$ cat src/rtl/multi_timer.sv
// N-channel MMIO timer/counter with one-shot and auto-reload modes, W1C pending flags and IRQs.
// Optional: define TIMER_PRESCALE_EN for a per-channel 8-bit prescaler in CTRL[15:8].
module multi_timer #(
  parameter int unsigned N_CH    = 2,
  parameter int unsigned CNT_W   = 32,
  parameter int unsigned CH_BITS = 3
) (
  input  logic            Clk,
  input  logic            Reset,
  input  logic [31:2]     Addr,
  input  logic            WE,
  input  logic [31:0]     Din,
  output logic [31:0]     Dout,
  output logic [N_CH-1:0] IRQ_vec,
  output logic            IRQ
);
  typedef enum logic [1:0] {StIdle, StLoad, StCnt, StInt} state_e;

  state_e           r_st     [N_CH];
  logic             r_en     [N_CH];
  logic [1:0]       r_mode   [N_CH];
  logic             r_im     [N_CH];
  logic             r_pend   [N_CH];
  logic [CNT_W-1:0] r_preset [N_CH];
  logic [CNT_W-1:0] r_count  [N_CH];
`ifdef TIMER_PRESCALE_EN
  logic [7:0]       r_psc    [N_CH];
  logic [7:0]       r_pcnt   [N_CH];
`endif

  logic [1:0]         w_off;
  logic [CH_BITS-1:0] w_ch;
  logic               w_ch_ok;
  logic [N_CH-1:0]    w_wr;
  logic [N_CH-1:0]    w_tick;
  logic               w_unused;

  assign w_off    = Addr[3:2];
  assign w_ch     = Addr[4+CH_BITS-1:4];
  assign w_ch_ok  = 32'(w_ch) < N_CH;
  assign w_unused = ^{Addr[31:4+CH_BITS], Din};

  always_comb begin
    w_wr   = '0;
    w_tick = '1;
    for (int i = 0; i < N_CH; i++) begin
      w_wr[i] = WE && w_ch_ok && (w_ch == CH_BITS'(i));
`ifdef TIMER_PRESCALE_EN
      w_tick[i] = (r_pcnt[i] == r_psc[i]);
`endif
    end
  end

  // A bus write to a channel freezes that channel's FSM for the cycle.
  always_ff @(posedge Clk) begin
    if (Reset) begin
      for (int i = 0; i < N_CH; i++) begin
        r_st[i]     <= StIdle;
        r_en[i]     <= 1'b0;
        r_mode[i]   <= 2'b00;
        r_im[i]     <= 1'b0;
        r_pend[i]   <= 1'b0;
        r_preset[i] <= '0;
        r_count[i]  <= '0;
`ifdef TIMER_PRESCALE_EN
        r_psc[i]    <= 8'd0;
        r_pcnt[i]   <= 8'd0;
`endif
      end
    end else begin
      for (int i = 0; i < N_CH; i++) begin
        if (w_wr[i]) begin
          case (w_off)
            2'd0: begin
              r_en[i]   <= Din[0];
              r_mode[i] <= Din[2:1];
              r_im[i]   <= Din[3];
`ifdef TIMER_PRESCALE_EN
              r_psc[i]  <= Din[15:8];
`endif
            end
            2'd1: r_preset[i] <= Din[CNT_W-1:0];
            2'd2: r_count[i]  <= Din[CNT_W-1:0];
            default: if (Din[0]) r_pend[i] <= 1'b0;
          endcase
        end else begin
          case (r_st[i])
            StIdle: if (r_en[i]) r_st[i] <= StLoad;
            StLoad: begin
              r_count[i] <= r_preset[i];
              r_st[i]    <= StCnt;
`ifdef TIMER_PRESCALE_EN
              r_pcnt[i]  <= 8'd0;
`endif
            end
            StCnt: begin
              if (!r_en[i]) begin
                r_st[i] <= StIdle;
              end else if (w_tick[i]) begin
                // PRESET of 0 expires like PRESET of 1.
                if (r_count[i] > CNT_W'(1)) begin
                  r_count[i] <= r_count[i] - CNT_W'(1);
                end else begin
                  r_count[i] <= '0;
                  r_pend[i]  <= 1'b1;
                  r_st[i]    <= StInt;
                end
              end
`ifdef TIMER_PRESCALE_EN
              if (r_en[i]) r_pcnt[i] <= w_tick[i] ? 8'd0 : r_pcnt[i] + 8'd1;
`endif
            end
            StInt: begin
              if (r_mode[i] == 2'b01) begin
                r_st[i] <= r_en[i] ? StLoad : StIdle;
              end else begin
                r_en[i] <= 1'b0;
                r_st[i] <= StIdle;
              end
            end
          endcase
        end
      end
    end
  end

  always_comb begin
    Dout    = 32'd0;
    IRQ_vec = '0;
    for (int i = 0; i < N_CH; i++) begin
      IRQ_vec[i] = r_pend[i] & r_im[i];
      if (w_ch_ok && (w_ch == CH_BITS'(i))) begin
        case (w_off)
          2'd0: begin
            Dout = {28'd0, r_im[i], r_mode[i], r_en[i]};
`ifdef TIMER_PRESCALE_EN
            Dout[15:8] = r_psc[i];
`endif
          end
          2'd1:    Dout = 32'(r_preset[i]);
          2'd2:    Dout = 32'(r_count[i]);
          default: Dout = {31'd0, r_pend[i]};
        endcase
      end
    end
  end

  assign IRQ = |IRQ_vec;

endmodule

$ cat config.mk
export PLATFORM = sky130hd
export DESIGN_NAME = multi_timer
export DESIGN_NICKNAME = d
export VERILOG_FILES = /design/src/rtl/multi_timer.sv
export SDC_FILE = /design/constraint.sdc
export NUM_CORES = 1
export LEC_CHECK = 0
export ABC_AREA = 0
export CAP_MARGIN = 20
export CORE_MARGIN = 2
export CORE_UTILIZATION = 52
export DETAILED_ROUTE_END_ITERATION = 12
export HOLD_SLACK_MARGIN = 0.08
export PLACE_DENSITY = 0.78
export SYNTH_ARGS = -nofsm -noshare
export SYNTH_HDL_FRONTEND = slang
export SYNTH_SLANG_ARGS = --single-unit
$ cat constraint.sdc
create_clock -name Clk -period 3.1 [get_ports Clk]
set_input_delay 0.93 -clock Clk [delete_from_list [all_inputs] [get_ports Clk]]
set_output_delay 0.93 -clock Clk [all_outputs]
set_load 0.01 [all_outputs]
; After elaboration in Yosys (flattened, before gate mapping)
; Memories as Yosys holds them, arrays and structs flattened.
; Index checks and enable logic that the tools add are counted.
[op_classes]
addsub = 2
magnitude_cmp = 3
eq_ne = 11
mux = 143
n_bitwise = 36
reduce_logical = 11
[ops]
columns = op, n
row1 = $mux W32, 12
row2 = $pmux W32 S3, 2
row3 = $mux W1, 115
row4 = $gt A32 B1 Y1 const B, 2
row5 = $sub A32 B1 Y32 const B, 2
row6 = $or A1 B1 Y1, 34
row7 = $mux W2, 14
row8 = $eq A2 B1 Y1 const B, 5
row9 = $eq A2 B2 Y1 const B, 5
row10 = $logic_not A2 Y1, 3
row11 = $logic_and A1 B1 Y1, 5
row12 = $eq A3 B1 Y1 const B, 1
row13 = $logic_not A3 Y1, 1
row14 = $lt A3 B2 Y1 const B, 1
row15 = $reduce_or A3 Y1, 1
row16 = $and A1 B1 Y1, 2
row17 = $reduce_or A2 Y1, 1
[totals]
register_bits = 0
ramBits = 142
input_bits = 65
memories = 7
[mem_list]
columns = memory, depth, width, read_ports, rd_ports_with_merged_regs, write_ports, line
row1 = r_count, 2, 32, 2, 0, 2, 25  ; logic [CNT_W-1:0] r_count [N_CH];
row2 = r_preset, 2, 32, 2, 0, 2, 24  ; logic [CNT_W-1:0] r_preset [N_CH];
row3 = r_mode, 2, 2, 2, 0, 2, 21  ; logic [1:0] r_mode [N_CH];
row4 = r_st, 2, 2, 2, 0, 2, 19  ; state_e r_st [N_CH];
row5 = r_en, 2, 1, 2, 0, 2, 20  ; logic r_en [N_CH];
row6 = r_im, 2, 1, 2, 0, 2, 22  ; logic r_im [N_CH];
row7 = +1 memories, -, -, -, -, -, -

; Longest topological paths before layout
; Gate-level depths: netlist of the first run.
[logic_depth]
word_depth = 12
mapped_depth = 10

; Worst setup path before layout of the first run
; No wires, ideal clock.
[synth_timing]
kind = input -> output
from = input Addr[3] (netlist name)
to = output Dout[3]
t_arrival_ns = 2.388
t_required_ns = 2.170
setup_slack_ns = -0.218
path_stages = 5
cell_sequence = nor2b_1 -> clkbuf_1 -> clkbuf_1 -> a21oi_1 -> a2111oi_0
[synth_via]
elab_chain_cells = 4
word_cells_on_any_way = 7
[synth_rtl]
columns = item, line
row1 = "start, declared", 10  ; input logic [31:2] Addr,
row2 = "$eq A2 B2 Y1, or another cell as far along", 133  ; case (w_off)
row3 = $pmux W32 S3, 133
row4 = $mux W32, 132  ; if (w_ch_ok && (w_ch == CH_BITS'(i))) begin
row5 = $mux W32 (*), 132
row6 = "end, declared", 13  ; output logic [31:0] Dout,
; Mark *: on every way between the ends. The rest lies on a longest branch, timed or not.

; Final worst setup path of the first run
[layout_timing]
from = input Addr[5] (netlist name)
to = output Dout[30]
[layout_via]
elab_chain_cells = 4
word_cells_on_any_way = 7
[layout_rtl]
columns = item, line
row1 = $lt A3 B2 Y1 / $logic_not A3 Y1 (equally long branches), "40, 132"
row2 = $logic_and A1 B1 Y1, 132
row3 = $mux W32, 132
row4 = $mux W32 (*), 132
; Marks and branches as above.

==> out/metrics.csv, run 1 <==
stage,metric,value,unit
power_and_ir_drop,power_frac_seq,38.7,%
floorplan,core,16000,sq um
detailed_routing,via_per_inst,7.070,
yosys,synth-edff-count,140,
clock_network,cts_root_buf,clkbuf_16,
critical_path,critPathKind,input port to output pin,
critical_path,critPathCapture,Dout[30],
yosys,synth_commonest_cells,"edfxtp_1 (140), a22oi_1 (69), nor2_1 (56)",
clock_network,cts-htree-levels,4,
cells_and_area,post-route-util,73.86,%
critical_path,critical_path_arrival,2.17,ns
yosys,yosys.area.top_type,edfxtp_1,
cells_and_area,area_delta_synth_final,37.62,%
cells_and_area,drive_gt1_share,29.38,%
place,portBuffers,74,
critical_path,r2r_start,r_count[1][27]$_DFFE_PP_,
cells_and_area,final_nets,1060,
critical_path,required,2.17,ns
floorplan,ios,100,
detailed_routing,vias,8632,
detailed_routing,detail-route-antenna-nets,0,
detailed_routing,first_pass_iters,8,
global_route,grt_max_degree,33,
power_and_ir_drop,p_leak,4.238,nW
yosys,ys_warn_count,0,
global_route,grt_pass1_wl,49070,um
timing,timing.final.ws_setup,-0.004817,ns
global_route,gr-total-overflow,0,
global_route,grt_usage,37.14,%
timing,finalClockSkew,0.007737,ns
detailed_routing,wirelength,33610,um
timing,slew_headroom,59.79,%
critical_path,cp-start-kind,input port,
clock_network,cts_num_sinks,142,
floorplan,die_h,132.5,um
yosys,synth_seq_cells,142,
power_and_ir_drop,power,7.699,mW
yosys,syn-cell-area,8587,sq um
power_and_ir_drop,combPwrFrac,33.7,%
critical_path,cp-startpoint,Addr[5],
clock_network,cts_buffer_depth,2,
timing,slew_viol_final,0,
job,maxCapViolCount,0,
detailed_routing,wl_per_cell,27.52,um
global_route,antenna_found_initial,2,
yosys,synth.most_common_cell,edfxtp_1,
timing,fin_crit,3.105,ns
yosys,async_flop_share,0,%
detailed_routing,drc,0,
timing,tightest_slew,0.5986,ns
place,dp.final_hpwl,20910,um
critical_path,reg2reg_slack,0.04,ns
yosys,seq_area_frac_synth,49.42,%
clock_network,tritoncts,built,
yosys,syn_area_per_cell,10.59,sq um
floorplan,initial_utilization,53.67,%
timing,finalHoldViolations,0,
timing,period_share,100.2,%
place,place_ws,-0.8680,ns
status,violations,setup timing,
status,outcome,"complete, but fails checks",
place,gp_congestion,0.9768,
power_and_ir_drop,switching_share,35.98,%
yosys,synthTopCellsByArea,"edfxtp_1 (49%), a22oi_1 (6.0%), xor2_1 (3.5%)",
critical_path,regToRegEndpoint,r_count[1][4]$_DFFE_PP_,
timing,clock.fmax,322.1,MHz
floorplan,die_area,17560,sq um
yosys,synthesis.nets,880,
critical_path,crit_path_max_fanout,7,
yosys,synthFlopType,edfxtp_1,
power_and_ir_drop,clkPwrFrac,27.6,%
detailed_routing,drt_iter0_markers,1713,
power_and_ir_drop,p_int,4.929,mW
floorplan,core.rowCount,46,
timing,setup_viol,1,
floorplan,dieWidth,132.5,um
power_and_ir_drop,p_per_area,651.5,nW/um^2
power_and_ir_drop,p_switching,2.770,mW
yosys,ys_types,59,
global_route,grt_pass1_vias,8131,
timing,rsz0062_at_grt,true,
worst_hold_path,hp-class,register to register,
critical_path,rr_worst_depth,7,
clock_network,clock_latency,0.44,ns
clock_network,cts_buffers,17,
yosys,yosys.area.top_type_share,48.96,%
cells_and_area,fillers,1014,
critical_path,end_kind,output pin,
yosys,syn_inst,811,
clock_network,clk_pin_slew,0.06,ns
power_and_ir_drop,irDropWorstVdd,0.0004229,V
[state kept, by name (all words and copies together), names as in the netlist]
name and count:
r_count 64, r_preset 64, r_mode 4, r_st 4, r_en 2, r_im 2, r_pend 2
[cell families after synthesis]
logic type,Yosys count,share of synthesized area [%]
AOI/OAI and AO/OA,235,20.12
xor gates and xnor gates,54,5.508
adders and majority gates,4,0.5829
buffers and inverters,63,3.162
DFF,142,49.42
muxes,26,3.351
and+or+nand+nor,287,17.85
[layout make-up]
cell class | instances | area (sq um) | area share, %
multi-input cells | 606 | 4474 | 37.86
flip-flops and latches | 142 | 4244 | 35.91
repair buffers | 216 | 2200 | 18.61
clock buffers | 18 | 429.2 | 3.632
well taps | 216 | 270.3 | 2.287
clock inverters | 14 | 167.7 | 1.419
inverters | 8 | 30.03 | 0.2541
diodes | 1 | 2.502 | 0.02118
[power by group through the flow]
stage	clock network, mW	logic, mW	registers, mW
6_report	2.12	2.60	2.98
5_1_grt	2.20	2.72	2.99
4_1_cts	2.11	2.44	2.93
3_5_place_dp	0	2.30	2.95
3_3_place_gp	0	2.26	2.93
2_1_floorplan	0	1.29	2.88
[placed cells by master, fill, tap and decap left out, drive strengths merged, types with 22 or more instances in the layout]
master | synthesis | routed
nor2b | 28 | 28
o22ai | 28 | 28
xor2 | 34 | 34
clkbuf | 38 | 22
and2 | 40 | 40
edfxtp | 140 | 140
clkdlybuf4s50 | 0 | 37
a211oi | 54 | 54
mux2i | 22 | 22
nand2 | 50 | 50
o21ai | 40 | 40
nor2 | 56 | 56
nor3 | 34 | 34
buf | 17 | 175
a22oi | 69 | 69
[routing by layer]
| layer | global-route usage (%) | vias to the layer above | wire length [um] |
|---|---|---|---|
| li1 | - | 3528 | - |
| met4 | 19.53 | 0 | 2176 |
| met3 | 11.69 | 217 | 4828 |
| met1 | 48.09 | 4031 | 11770 |
| met5 | 0 | - | 0 |
| met2 | 56.04 | 856 | 14840 |
[stage by stage]
stage	setup TNS [ns]	cell area, sq um	instances	hold slack, ns
2_1_floorplan	-0.01539	8598	811	0.5085
3_3_place_gp	-30.17	10540	1165	0.5427
3_5_place_dp	-33.55	10540	1165	0.5529
4_1_cts	-0.04067	11680	1217	0.5622
5_1_grt	-0.02885	11820	1220	0.6346
6_report	-0.004817	11820	1221	0.5780
[worst max-delay path, stage by stage]
cell and delay [ns]:
buf_2 0.10, or3_4 0.46, buf_12 0.17, buf_16 0.16, o22ai_4 0.21, buf_6 0.14
[timing repair]
item / in CTS / in global routing
gates cloned: 7 / 3
hold buffers: 0 / 0
buffers inserted: 13 / 4
pin swaps: 20 / 12
gates resized for setup: 220 / 30
setup endpoints to repair: 32 / 24
[how the worst min path moves through the flow]
stage	from	to	slack, ns	cells past startpoint
2_1_floorplan	r_en[1]$_SDFFE_PP0P_	r_en[1]$_SDFFE_PP0P_	0.51	2
3_3_place_gp	r_en[1]$_SDFFE_PP0P_	r_en[1]$_SDFFE_PP0P_	0.54	2
3_5_place_dp	r_en[1]$_SDFFE_PP0P_	r_en[1]$_SDFFE_PP0P_	0.55	2
4_1_cts	r_en[1]$_SDFFE_PP0P_	r_en[1]$_SDFFE_PP0P_	0.56	2
5_1_grt	r_en[1]$_SDFFE_PP0P_	r_en[1]$_SDFFE_PP0P_	0.63	2
6_report	r_en[1]$_SDFFE_PP0P_	r_en[1]$_SDFFE_PP0P_	0.58	2
No activity file was read; power rests on OpenSTA's default activity.
==> run 2: changes to the inputs <==
GPL_TIMING_DRIVEN = 0   (was unset)
==> run 2 against run 1 <==
The run still ends with setup timing left. Clock skew about the same. Flip-flop and latch count unchanged. Setup slack worse by 0.044 ns. Worst hold slack worse by 0.0076 ns. Sequential share of layout area is 2.7 points higher. Final cell count down 5.5%. Cell area decreased by 7.1%. Critical path depth shrank 1. Largest power group unchanged. Core utilization fell by 5.2 points. Clock power barely moved. Non-clock buffer count down 66.
==> out/metrics.csv, run 2 (synthesis results as in run 1) <==
stage,metric,value,unit,change
status,violations,setup timing,,
floorplan,die_area,17560,sq um,unchanged
global_route,grt_pass1_wl,44040,um,-10%
critical_path,crit_top_cell,buf_2,,
critical_path,rr_worst_depth,7,,unchanged
clock_network,cts_root_buf,clkbuf_16,,
power_and_ir_drop,switching_share,35.86,%,-0.12 points
timing,fin_crit,3.149,ns,+0.04393 ns
detailed_routing,wirelength,29440,um,-12%
place,dp.final_hpwl,21110,um,+0.96%
critical_path,crit_cells,5,,-1
detailed_routing,drt_iter0_markers,1369,,-20%
critical_path,cp-startpoint,Addr[6],,
cells_and_area,antennaDiodeCount,0,,-1
critical_path,reg2reg_slack,0.04,ns,about the same
critical_path,cp-start-kind,input port,,
worst_hold_path,hp-class,register to register,,
cells_and_area,mostFrequentLayoutCell,edfxtp_1,,
global_route,grt_max_degree,33,,unchanged
detailed_routing,drc,0,,unchanged
critical_path,required,2.17,ns,about the same
critical_path,r2r_start,r_count[1][26]$_DFFE_PP_,,
floorplan,initial_utilization,53.67,%,unchanged
global_route,grt-busiest-layer,met2,,
clock_network,cts_buffer_depth,2,,unchanged
timing,clock.fmax,317.6,MHz,-1.4%
floorplan,die_h,132.5,um,unchanged
critical_path,critPathKind,input port to output pin,,
clock_network,cts_num_sinks,142,,unchanged
power_and_ir_drop,p_switching,2.594,mW,-6.4%
place,gp_congestion,0.9574,,-2.0%
place,portBuffers,73,,-1.4%
cells_and_area,drive_gt1_share,24.95,%,-4.4 points
cells_and_area,final_cell_mix,"edfxtp_1 (140), nor2_1 (55), nand2_1 (48)",,
job,maxCapViolCount,0,,unchanged
detailed_routing,detail-route-antenna-nets,0,,unchanged
floorplan,core.rowCount,46,,unchanged
timing,timing.final.ws_setup,-0.04875,ns,-0.04393 ns
timing,tightest_slew,0.8102,ns,+0.2117 ns
power_and_ir_drop,p_leak,3.774,nW,-11%
clock_network,clock_latency,0.43,ns,about the same
cells_and_area,final_nets,994,,-6.2%
cells_and_area,fillers,1184,,+17%
critical_path,critPathCapture,Dout[9],,
timing,slew_viol_final,0,,unchanged
clock_network,tritoncts,built,,
timing,period_share,101.6,%,+1.4 points
timing,finalHoldViolations,0,,unchanged
power_and_ir_drop,p_int,4.639,mW,-5.9%
global_route,grt_usage,33.00,%,-4.1 points
timing,setup_viol,3,,+2
timing,slew_headroom,45.99,%,-14 points
global_route,met1_usage,46.32,%,-1.8 points
global_route,use_met3,6.935,%,-4.8 points
critical_path,end_kind,output pin,,
critical_path,slowest_delay,0.46,ns,about the same
critical_path,slowest_stage,or3_4,,
detailed_routing,first_pass_iters,6,,-2
critical_path,critical_path_arrival,2.22,ns,+0.05 ns
timing,finalClockSkew,0.007804,ns,+0.00006623 ns
global_route,gr-total-overflow,0,,unchanged
detailed_routing,vias,7951,,-7.9%
global_route,antenna_found_initial,0,,-2
power_and_ir_drop,power_frac_seq,42.7,%,+4.0 points
detailed_routing,wl_per_cell,25.51,um,-7.3%
critical_path,cp_top_family,buffers and inverters,,
cells_and_area,area_delta_synth_final,27.92,%,
critical_path,regToRegEndpoint,r_count[1][4]$_DFFE_PP_,,
clock_network,cts-htree-levels,4,,unchanged
power_and_ir_drop,irDropWorstVdd,0.0004014,V,-5.1%
clock_network,cts_buffers,17,,unchanged
power_and_ir_drop,p_per_area,658.5,nW/um^2,+1.1%
timing,fin_setup_tns,-0.06427,ns,-0.05945 ns
critical_path,crit_path_max_fanout,10,,+3
critical_path,path_buf_inv,3,,-1
detailed_routing,via_per_inst,6.890,,-2.5%
place,place_ws,-1.752,ns,-0.8837 ns
global_route,grt_pass1_vias,7410,,-8.9%
power_and_ir_drop,power,7.233,mW,-6.0%
floorplan,dieWidth,132.5,um,unchanged
clock_network,clk_pin_slew,0.06,ns,about the same
floorplan,ios,100,,unchanged
cells_and_area,largestRegisters,"r_count x64, r_preset x64",,
status,outcome,"complete, but fails checks",,
floorplan,core,16000,sq um,unchanged
global_route,gr-usage-met2,50.55,%,-5.5 points
power_and_ir_drop,combPwrFrac,28.3,%,-5.4 points
critical_path,crit_chain,buf_2 > or3_4 > clkbuf_16 > o22ai_2 > buf_2,,
power_and_ir_drop,clkPwrFrac,29.1,%,+1.5 points
-- run 2: power by group through the flow --
stage                     Combinational [mW]  Sequential (mW)  Clock (mW)
after detailed placement                1.80             3.05           0
after CTS                               1.92             3.04        2.08
final                                   2.04             3.09        2.10
after global routing                    2.19             3.11        2.16
after floorplan                         1.29             2.88           0
after global placement                  1.74             3.04           0
-- run 2: cell type report --
| type | count | area, sq um | share of cell area, % |
|---|---|---|---|
| Clock inverter | 15 | 171.4 | 1.561 |
| Timing Repair Buffer | 98 | 884.6 | 8.053 |
| Buffer | 52 | 445.4 | 4.055 |
| Inverter | 8 | 30.03 | 0.2734 |
| Sequential cell | 142 | 4244 | 38.64 |
| Multi-Input combinational cell | 606 | 4513 | 41.09 |
| Clock buffer | 17 | 425.4 | 3.873 |
| Tap cell | 216 | 270.3 | 2.460 |
-- run 2: worst min-delay path by stage --
stage                     cells past startpoint            startpoint                    to
after floorplan                               2  r_en[1]$_SDFFE_PP0P_  r_en[1]$_SDFFE_PP0P_
after CTS                                     2  r_en[1]$_SDFFE_PP0P_  r_en[1]$_SDFFE_PP0P_
after global routing                          2  r_en[1]$_SDFFE_PP0P_  r_en[1]$_SDFFE_PP0P_
after global placement                        2  r_en[1]$_SDFFE_PP0P_  r_en[1]$_SDFFE_PP0P_
final                                         2  r_en[1]$_SDFFE_PP0P_  r_en[1]$_SDFFE_PP0P_
after detailed placement                      2  r_en[1]$_SDFFE_PP0P_  r_en[1]$_SDFFE_PP0P_
-- run 2: what timing repair did --
item / 4_1_cts / 5_1_grt
pin swaps: 34 / 9
hold buffers: 0 / 0
gates resized for setup: 281 / 29
endpoints found under the hold margin: 0 / 0
setup buffers: 12 / 8
setup endpoints to repair: 230 / 67
cloned: 2 / 0
-- run 2: through the flow --
stage	instance area [sq um]	utilization (%)	hold slack [ns]	instances
after floorplan	8598	-	0.5085	811
after global placement	9599	59.99	0.5496	1100
after detailed placement	9684	60.53	0.5504	1103
after CTS	10850	67.82	0.5637	1148
after global routing	10980	68.65	0.5914	1154
final	10980	68.65	0.5705	1154
-- run 2: layer usage --
metal / vias up / wire length, um
li1: 3385 / -
met1: 3816 / 11400
met2: 643 / 13310
met3: 107 / 3598
met4: 0 / 1127
met5: - / 0
-- run 2: worst min-delay path: stages, from the launching register on --
cell and delay, ns:
dfxtp_1 0.35, o22ai_1 0.12, a21oi_1 0.05
==> run 3: changes to the inputs <==
CORE_UTILIZATION = 35   (was 52)
PLACE_DENSITY = unset   (was 0.78)
==> run 3 against run 2 <==
The run still ends with setup timing left. Final cell count is 8.7% higher. Die area is 47% higher. First-iteration DRC count is 32% lower. Count of clock-buffer cells in the layout is 3 higher.
==> out/metrics.csv, run 3 (synthesis results as in run 1) <==
stage,metric,value,unit,change
clock_network,cts_buffers,17,,unchanged
critical_path,crit_path_max_fanout,10,,unchanged
cells_and_area,final_nets,986,,-0.80%
place,place_ws,-1.816,ns,-0.06396 ns
floorplan,core.rowCount,57,,+24%
power_and_ir_drop,combPwrFrac,29.2,%,+0.9 points
timing,period_share,100.2,%,-1.4 points
clock_network,cts_buffer_depth,2,,unchanged
place,dpl_cell_area,9781,sq um,+0.99%
place,portBuffers,73,,unchanged
cells_and_area,drive_gt1_share,24.30,%,-0.65 points
clock_network,cts_num_sinks,142,,unchanged
global_route,grt_usage,24.64,%,-8.4 points
timing,setup_viol,1,,-2
global_route,grt_max_degree,33,,unchanged
critical_path,cp-startpoint,Addr[5],,
critical_path,cp-start-kind,input port,,
power_and_ir_drop,p_switching,2.602,mW,+0.33%
cells_and_area,area_delta_synth_final,28.81,%,
status,outcome,"complete, but fails checks",,
timing,rsz0062_at_grt,true,,
clock_network,clk_pin_slew,0.06,ns,about the same
place,gp_congestion,0.9379,,-2.0%
detailed_routing,wirelength,31810,um,+8.0%
detailed_routing,via_per_inst,6.096,,-12%
place,dp.final_hpwl,22630,um,+7.2%
timing,slew_headroom,38.95,%,-7.0 points
worst_hold_path,hp-class,register to register,,
timing,clock.fmax,322.0,MHz,+1.4%
cells_and_area,largestRegisters,"r_count x64, r_preset x64",,
cells_and_area,stdcell_count,1254,,+8.7%
power_and_ir_drop,clkPwrFrac,27.9,%,-1.2 points
job,maxCapViolCount,0,,unchanged
clock_network,cts_root_buf,clkbuf_16,,
floorplan,die_h,160.6,um,+21%
detailed_routing,detail-route-antenna-nets,0,,unchanged
floorplan,core,24180,sq um,+51%
clock_network,clock_latency,0.43,ns,about the same
timing,fin_crit,3.105,ns,-0.04340 ns
cells_and_area,fillers,2216,,+87%
cells_and_area,stdcell_area,11060,sq um,+0.69%
timing,slew_viol_final,0,,unchanged
power_and_ir_drop,switching_share,36.43,%,+0.57 points
detailed_routing,vias,7644,,-3.9%
power_and_ir_drop,power_frac_seq,42.9,%,+0.2 points
power_and_ir_drop,p_per_area,645.8,nW/um^2,-1.9%
cells_and_area,antennaDiodeCount,0,,unchanged
timing,finalHoldViolations,0,,unchanged
power_and_ir_drop,p_int,4.541,mW,-2.1%
detailed_routing,wl_per_cell,25.36,um,-0.58%
clock_network,tritoncts,built,,
critical_path,required,2.17,ns,about the same
power_and_ir_drop,irDropWorstVdd,0.0003784,V,-5.7%
clock_network,cts-htree-levels,4,,unchanged
place,place_inst,1210,,+9.7%
cells_and_area,post-route-util,45.75,%,-23 points
timing,timing.final.ws_setup,-0.005344,ns,+0.04340 ns
detailed_routing,drt_iter0_markers,934,,-32%
floorplan,initial_utilization,35.52,%,-18 points
critical_path,r2r_start,r_count[0][6]$_SDFFCE_PP0P_,,
cells_and_area,final_cell_mix,"edfxtp_1 (140), nor2_1 (55), nand2_1 (48)",,
detailed_routing,drc,0,,unchanged
critical_path,end_kind,output pin,,
timing,finalClockSkew,0.009759,ns,+0.001955 ns
floorplan,dieWidth,160.6,um,+21%
global_route,gr-total-overflow,0,,unchanged
timing,timing.hold.ws,0.5576,ns,-0.01289 ns
critical_path,critical_path_arrival,2.18,ns,-0.04 ns
critical_path,critPathKind,input port to output pin,,
floorplan,die_area,25800,sq um,+47%
clock_network,postCtsHoldBufs,0,,unchanged
global_route,grt_pass1_wl,47330,um,+7.5%
worst_hold_path,hold_start,r_en[1]$_SDFFE_PP0P_,,
status,violations,setup timing,,
power_and_ir_drop,power,7.143,mW,-1.2%
power_and_ir_drop,p_leak,3.741,nW,-0.89%
detailed_routing,first_pass_iters,5,,-1
floorplan,ios,100,,unchanged
global_route,grt_pass1_vias,7379,,-0.42%
cells_and_area,mostFrequentLayoutCell,edfxtp_1,,
global_route,antenna_found_initial,0,,unchanged
timing,tightest_slew,0.9157,ns,+0.1055 ns
timing,fin_setup_tns,-0.005344,ns,+0.05892 ns
-- run 3: changes by cell type in the layout (fill, tap and decap cells not counted), sizes merged --
cell,change
buf,-7
dlygate4sd2,-1
bufinv,-1
clkbuf,+3
clkinvlp,-1
inv,-1
-- run 3: layout make-up --
type | count | area [sq um] | area share (%)
plain buffers | 52 | 508.0 | 4.593
clock buffers | 20 | 436.7 | 3.948
clock inverters | 12 | 121.4 | 1.097
inverters | 8 | 30.03 | 0.2715
multi-input cells | 606 | 4554 | 41.18
flip-flops and latches | 142 | 4244 | 38.37
well taps | 324 | 405.4 | 3.665
repair buffers | 90 | 760.7 | 6.878
-- run 3: routing by layer --
layer	GRT usage, %	part of all wire (%)	wire [um]	vias to the layer above
li1	-	-	-	3366
met1	34.18	42	13320	3793
met2	39.05	46	14760	424
met3	3.280	8.2	2601	61
met4	10.11	3.5	1124	0
met5	0	0	0	-
-- run 3: worst paths after layout --
path                                  end  depth (start not counted)  slack [ns]
max                              Dout[26]                          5      -0.005
max reg2reg  r_count[0][20]$_SDFFCE_PP0P_                          7        0.05
min                  r_en[1]$_SDFFE_PP0P_                          2        0.56
min reg2reg          r_en[1]$_SDFFE_PP0P_                          2        0.56
-- run 3: power by group through the flow --
| stage | Combinational (mW) | Clock (mW) | Sequential (mW) |
|---|---|---|---|
| 2_1_floorplan | 1.29 | 0 | 2.88 |
| 3_3_place_gp | 1.86 | 0 | 3.04 |
| 3_5_place_dp | 1.88 | 0 | 3.04 |
| 4_1_cts | 2.00 | 1.99 | 3.02 |
| 5_1_grt | 2.23 | 2.06 | 3.11 |
| 6_report | 2.08 | 1.99 | 3.06 |
-- run 3: timing repair --
action	in CTS	in global routing
setup endpoints to repair	251	66
resized for setup	300	32
cloned	4	0
buffers inserted	9	2
pin swaps	19	7
-- run 3: critical path: stages --
cell	delay [ns]
buf_4	0.16
or3_4	0.49
clkbuf_16	0.20
o22ai_2	0.21
buf_2	0.17
